==> src/rtl/imem_resp.sv <==
// Instruction memory with a one-cycle registered fetch port and a streaming program-load port.
// Optional build macro IMEM_PARITY_EN adds an even-parity bit per stored word and drives par_err.
module imem_resp #(
  parameter int          DEPTH  = 256,
  parameter logic [15:0] NOP_OP = 16'h0000,
  localparam int         AW     = $clog2(DEPTH)
) (
  input  logic          clk,
  input  logic          reset_n,
  input  logic [15:0]   pc_in,
  output logic [15:0]   op_out,
  output logic          op_valid,
  output logic          stall,
  input  logic          load_start,
  input  logic          load_valid,
  input  logic          load_last,
  input  logic [15:0]   load_data,
  output logic          load_ready,
  output logic          load_done,
  output logic [AW:0]   load_count,
  output logic          addr_err,
  output logic          par_err
);

`ifdef IMEM_PARITY_EN
  localparam int MW = 17;
`else
  localparam int MW = 16;
`endif

  localparam logic [AW:0] CNT_MAX = (AW+1)'(DEPTH);

  typedef enum logic [1:0] {SERVE, LOAD, FLUSH} state_t;

  state_t          r_state;
  state_t          w_next;
  logic [MW-1:0]   r_mem [DEPTH];
  logic [AW-1:0]   r_wptr;
  logic [AW:0]     r_load_count;
  logic [15:0]     r_op;
  logic            r_op_valid;
  logic            r_addr_err;
  logic            r_par_err;

  logic            w_accept;
  logic            w_fetch;
  logic            w_in_range;
  logic [MW-1:0]   w_rd_word;
  logic            w_par_bad;
  logic [MW-1:0]   w_wr_word;

  // State register
  always_ff @(posedge clk or negedge reset_n) begin
    if (!reset_n) r_state <= SERVE;
    else          r_state <= w_next;
  end

  always_comb begin
    w_next     = r_state;
    load_ready = 1'b0;
    stall      = 1'b0;
    load_done  = 1'b0;
    case (r_state)
      SERVE: begin
        if (load_start) w_next = LOAD;
      end
      LOAD: begin
        load_ready = 1'b1;
        stall      = 1'b1;
        if (load_valid && load_last) w_next = FLUSH;
      end
      FLUSH: begin
        stall     = 1'b1;
        load_done = 1'b1;
        w_next    = SERVE;
      end
      default: w_next = SERVE;
    endcase
  end

  assign w_accept   = load_valid && (r_state == LOAD);
  // Fetch whenever the next cycle is a SERVE cycle, so the first op after FLUSH is already valid.
  assign w_fetch    = (w_next == SERVE);
  assign w_in_range = (pc_in[15:AW] == '0);
  assign w_rd_word  = r_mem[pc_in[AW-1:0]];

`ifdef IMEM_PARITY_EN
  assign w_wr_word  = {^load_data, load_data};
  assign w_par_bad  = ^w_rd_word;
`else
  assign w_wr_word  = load_data;
  assign w_par_bad  = 1'b0;
`endif

  // Storage has no reset so a program survives reset_n
  always_ff @(posedge clk) begin
    if (w_accept) r_mem[r_wptr] <= w_wr_word;
  end

  always_ff @(posedge clk or negedge reset_n) begin
    if (!reset_n) begin
      r_wptr       <= '0;
      r_load_count <= '0;
    end else if ((r_state == SERVE) && load_start) begin
      r_wptr       <= '0;
      r_load_count <= '0;
    end else if (w_accept) begin
      r_wptr <= r_wptr + 1'b1;
      if (r_load_count != CNT_MAX) r_load_count <= r_load_count + 1'b1;
    end
  end

  // Registered fetch response
  always_ff @(posedge clk or negedge reset_n) begin
    if (!reset_n) begin
      r_op       <= NOP_OP;
      r_op_valid <= 1'b0;
      r_addr_err <= 1'b0;
      r_par_err  <= 1'b0;
    end else begin
      r_par_err <= 1'b0;
      if (!w_fetch) begin
        r_op       <= NOP_OP;
        r_op_valid <= 1'b0;
      end else if (!w_in_range) begin
        r_op       <= NOP_OP;
        r_op_valid <= 1'b0;
        r_addr_err <= 1'b1;
      end else if (w_par_bad) begin
        r_op       <= NOP_OP;
        r_op_valid <= 1'b0;
        r_par_err  <= 1'b1;
      end else begin
        r_op       <= w_rd_word[15:0];
        r_op_valid <= 1'b1;
      end
    end
  end

  assign op_out     = r_op;
  assign op_valid   = r_op_valid;
  assign load_count = r_load_count;
  assign addr_err   = r_addr_err;
  assign par_err    = r_par_err;

endmodule
==> config.mk <==
export PLATFORM = sky130hd
export DESIGN_NAME = imem_resp
export DESIGN_NICKNAME = d
export VERILOG_FILES = /design/src/rtl/imem_resp.sv
export SDC_FILE = /design/constraint.sdc
export NUM_CORES = 2
export LEC_CHECK = 0
export CAP_MARGIN = 20
export CORE_MARGIN = 10
export CORE_UTILIZATION = 45
export CTS_BUF_LIST = sky130_fd_sc_hd__clkbuf_2 sky130_fd_sc_hd__clkbuf_4 sky130_fd_sc_hd__clkbuf_8
export DETAILED_ROUTE_END_ITERATION = 7
export GPL_TIMING_DRIVEN = 0
export HOLD_SLACK_MARGIN = 0.06
export MAX_ROUTING_LAYER = met4
export PLACE_DENSITY_LB_ADDON = 0.12
export SLEW_MARGIN = 20
export SYNTH_ARGS = -nofsm -noshare
export SYNTH_HDL_FRONTEND = slang
export SYNTH_SLANG_ARGS = --single-unit
==> constraint.sdc <==
create_clock -name clk -period 4.4 [get_ports clk]
set_clock_uncertainty 0.1 [all_clocks]
set_input_delay 0.88 -clock clk [delete_from_list [all_inputs] [get_ports clk]]
set_output_delay 0.88 -clock clk [all_outputs]
set_load 0.01 [all_outputs]
# Word level (Yosys, flattened, before mapping)
# Memories as Yosys holds them, arrays and structs flattened.
# Index checks and enable logic that the tools add are counted.
# classes
bitwise_logic	1
n_reduce_logical	11
order_cmp	0
shift	0
mul	0
n_div	0
n_eq_ne	3
n_mux	17
n_addsub	2
# op_table
cell	count
$mux 16	2
$mux 9	3
$mux 8	2
$add 9x1->9 const B	1
$ne 9x9->1 const B	1
$add 8x1->8 const B	1
$logic_not 8->1	1
$mux 1	7
$logic_not 2->1	2
$mux 2	2
$pmux 2 s2	1
$reduce_and 2->1	2
$reduce_bool 2->1	2
$logic_and 1x1->1	3
$eq 2x1->1 const B	1
$eq 2x2->1 const B	1
$reduce_or 2->1	1
$not 1->1	1
# totals
output_inout_bits	31
elab_cells	41
latch_bits	0
n_memories	1
reg_bits	37
ram_bits	4096
inputBits	37
romBits	0
# mem_list
memory	depth	word_bits	read_ports	rd_clocked_by_memory_dff	write_ports	line	source
r_mem	256	16	1	0	1	37	logic [MW-1:0] r_mem [DEPTH];

# Logic depth before layout (Yosys ltp)
# depth
word_depth	5
depth_mapped	12
mapped_depth_nobuf	9

# Worst setup path after synthesis
# OpenSTA, ideal clock, no wires.
# synth_path
kind	input to register
startpoint	input port load_valid
endpoint	memory r_mem[103][0] (enable)
slack_ns	1.256
arrival_time_ns	2.656
setup_ns	0.388
required_time_ns	3.912
cell_stages	6
path_buffers	3
cell_sequence	and2_1 > clkbuf_1 > clkbuf_1 > nand3_1 > clkbuf_1 > nor2_1
# synth_via
elab_chain_len	3
# synth_rtl
item	line	source
start: declaration	15	input logic load_valid,
$logic_and 1x1->1	81	assign w_accept = load_valid && (r_state == LOAD);
$mux 1	97	if (w_accept) r_mem[r_wptr] <= w_wr_word;
$mux 1 (implied by the code)	97	
end: declaration	37	
# No other way between the ends.

# Worst setup path in the final report
# layout_path
startpoint	input port pc_in[2]
endpoint	register r_op[9] (netlist: op_out[9])
# layout_via
elab_chain_len	3
# layout_rtl
item	line	source
start: declaration	10	input logic [15:0] pc_in,
$mem_v2 256x16	--	
$mux 16	125	end else if (!w_in_range) begin
$mux 16	122	if (!w_fetch) begin
end signal: assignment	134	r_op <= w_rd_word[15:0];
end: declaration	40	logic [15:0] r_op;
# No other way between the ends.
# A chain may end at the register's enable or synchronous reset.

==> flow_summary.toml <==
[sta]
period_needed_ns = 4.80
maxSlewHeadroom_pct = 10.3
finalSetupViolCount = 81
final_max_slew_viol_count = 0
rsz0062_at_grt = "yes"
fin_ws_ns = -0.400
hold_violations = 0
timing.final.crit_share_pct = 109
tightestPinTransition_ns = 1.33
fmax_mhz = 208

[critical_path]
critPathMaxFanout = 10
critPathLaunchType = "primary input"
crit_type = "primary input to flop"
endpoint_kind = "flop"
cp.required_ns = 5.34
worst-endpoint-arrival_ns = 5.74

[global_routing]
grt_max_degree = 121
grt_usage_pct = 34.0
grt-busiest-layer = "met2"
grt_overflow_total = 0
antenna_found_initial = 57
grtUsageMet1_pct = 42.9
use_met3_pct = 12.1
first_global_vias = 87800
grt_first_pass_wirelength_microns = 833000
met2_usage_pct = 46.9

[synth]
synth-edff-count = 4096
synth-main-ff-cell = "edfxtp_1"
syn-num-nets = 7665
synth.distinct_cells = 71
ys_seq_elements = 4133
syn_area_sq_um = 160000
synthCells = 7619
yosysWarnings = 0
yosysTopAreaCellShare_pct = 77.0
ys_top_cells_by_area = "edfxtp_1 (77%), mux4_2 (10%), mux2i_1 (3.6%)"
async_reset_ff_share_pct = 0.895
avgSynthCellArea_sq_um = 21.0
synth_top_area_cell = "edfxtp_1"
synth-seq-area-share_pct = 77.5

[final_layout]
drive_above_1_share_pct = 30.0
final_common_cell = "edfxtp_1"
area_delta_synth_final_pct = 17.2
fillers = 27600
final_nets = 8648
finalInstanceArea_sq_um = 187000
final_core_util_pct = 53.0
final_cell_mix = "edfxtp_1 (4096), clkbuf_8 (710), mux4_2 (709)"

[cts]
cts_root_buffer = "clkbuf_8"
tritoncts = "done"
cts-htree-levels = 6
cts_buffer_depth = 4
cts.sinks = 4133
clkLatencyLatePin_ns = 1.28
cts_buffers = 677
clkSlewWorstSetupHoldPaths_ns = 0.06

[routing]
dr.pass1.iters = 8
drc_errors = 0
vias = 92700
totalWireLength_microns = 645000
dr.first_iter.drc_count = 17100
viasPerCell = 6.67
final_antenna_net_count = 0
post_drt_wl_per_cell_microns = 46.4

[die]
core_sq_um = 353000
rows = 218
start_util_pct = 45.2
dieArea_sq_um = 379000
die_w_microns = 616
ios = 68
chipHeight_microns = 616

[placed_design]
dpl_cell_area_sq_um = 173000
portBuffers = 62
dp_hpwl_microns = 451000
pre_cts_ws_ns = -2.77
place.gp.congestion = 1.06

[pwr]
leakage_nw = 59.8
peakVddDrop_mv = 0.313
power.density_nw_per_um2 = 439

[flow_run]
maxCapViolCount = 0

[run_status]
violations = "negative setup slack"
outcome = "complete, but fails checks"

[worst_hold_path]
holdCritPathClass = "primary input to flop"
cells in the mapped netlist, types with 9 or more instances:
cell and number:
a22oi_1 71, o21ai_0 66, edfxtp_1 4096, o221ai_1 141, o31ai_1 19, o22ai_1 207, buf_6 50, nor3_1 91
and2_1 10, mux2_2 9, nor2_1 384, or3_1 21, clkbuf_8 18, nand2_1 202, a31oi_1 21, mux4_1 46
o32ai_1 28, nor4_1 43, buf_2 84, xor2_1 10, a311oi_1 17, nand4_1 23, a221oi_1 44, buf_4 79
buf_1 10, mux2i_1 569, clkbuf_1 164, ha_1 9, a2111oi_0 17, dfrtp_1 37, mux4_2 709, buf_8 35
a211oi_1 34, nand3_1 67, a21oi_1 90, nor2b_1 10
worst paths after layout:
check | from | end | slack (ns) | cells after the start
max in group asynchronous | reset_n | op_out[7] | 2.35 | 4
worst min-delay path | load_start | r_state[0] | 0.18 | 3
min in group asynchronous | reset_n | r_wptr[6] | 0.63 | 3
worst max-delay path | pc_in[2] | op_out[9] | -0.40 | 11
worst max register to register | r_state[1] | r_mem[49][7] | -0.07 | 8
worst min register to register | addr_err | addr_err | 0.37 | 1
power by group:
part | total, mW | leakage, nW | switching [mW] | internal, mW
Clock | 33.1 | 6.86 | 15.9 | 17.2
Sequential | 43.4 | 37.3 | 0.0460 | 43.4
Combinational | 5.71 | 15.6 | 4.15 | 1.56
Total | 82.2 | 59.8 | 20.1 | 62.1
metal layers:
| metal | up-vias | part of all wire (%) |
|---|---|---|
| li1 | 34300 | - |
| met3 | 1743 | 14 |
| met5 | - | 0 |
| met2 | 7471 | 42 |
| met4 | 0 | 7.8 |
| met1 | 49200 | 36 |
worst max-delay path, stage by stage:
cell and delay (ns):
clkdlybuf4s50_1 0.55, nand2b_1 0.28, buf_2 0.52, clkbuf_8 0.37, clkbuf_1 0.92, o221ai_1 0.68, nor3_1 0.82, a31oi_1 0.09
nand2_1 0.10, a21oi_1 0.15, o2bb2ai_1 0.33
cells by family after synthesis:
group / count (synthesis) / share of synthesized area [%]
flip-flops: 4133 / 77.5
AO/OA/AOI/OAI: 793 / 3.54
AND/OR/NAND/NOR: 879 / 2.42
XOR/XNOR: 13 / 0.0712
other: 1 / 0.00235
adder cells (fa/ha/maj): 9 / 0.0705
multiplexers: 1333 / 14.4
buffers and inverters: 458 / 1.99
what timing repair did:
item / CTS / global route
endpoints found under the setup margin: 536 / 97
endpoints found under the hold margin: 782 / 0
hold buffers: 19 / 0
pin swaps: 12 / 14
gates resized for setup: 91 / 31
buffers inserted: 7 / 8
sequential cells by signal, summed over array words and instances, names as in the netlist:
name / flops
r_mem: 4096
op_out: 16
load_count: 9
r_wptr: 8
r_state: 2
addr_err: 1
op_valid: 1
metrics by stage:
stage,hold slack [ns],setup TNS [ns],total power [mW],cells
global placement,0.349,-,49.7,12400
CTS,0.0815,-0.0422,82.0,13900
global route,0.203,-0.166,83.9,13900
finish,0.177,-5.71,82.2,13900
floorplan,0.393,0,46.4,7619
detailed placement,0.363,-727.88,49.6,12600
layout make-up:
cell class                      instances  area, sq um  area share [%]
Multi-Input combinational cell       3028        35200            18.8
Sequential cell                      4133       124000            66.2
Inverter                               10         40.0          0.0214
Clock inverter                        276         1610           0.861
Tap cell                             4730         5920            3.16
Buffer                                445         3330            1.78
Clock buffer                          934        11300            6.06
Antenna cell                           43          108          0.0575
Timing Repair Buffer                  307         5850            3.12
No activity file was read; power rests on OpenSTA's default activity.
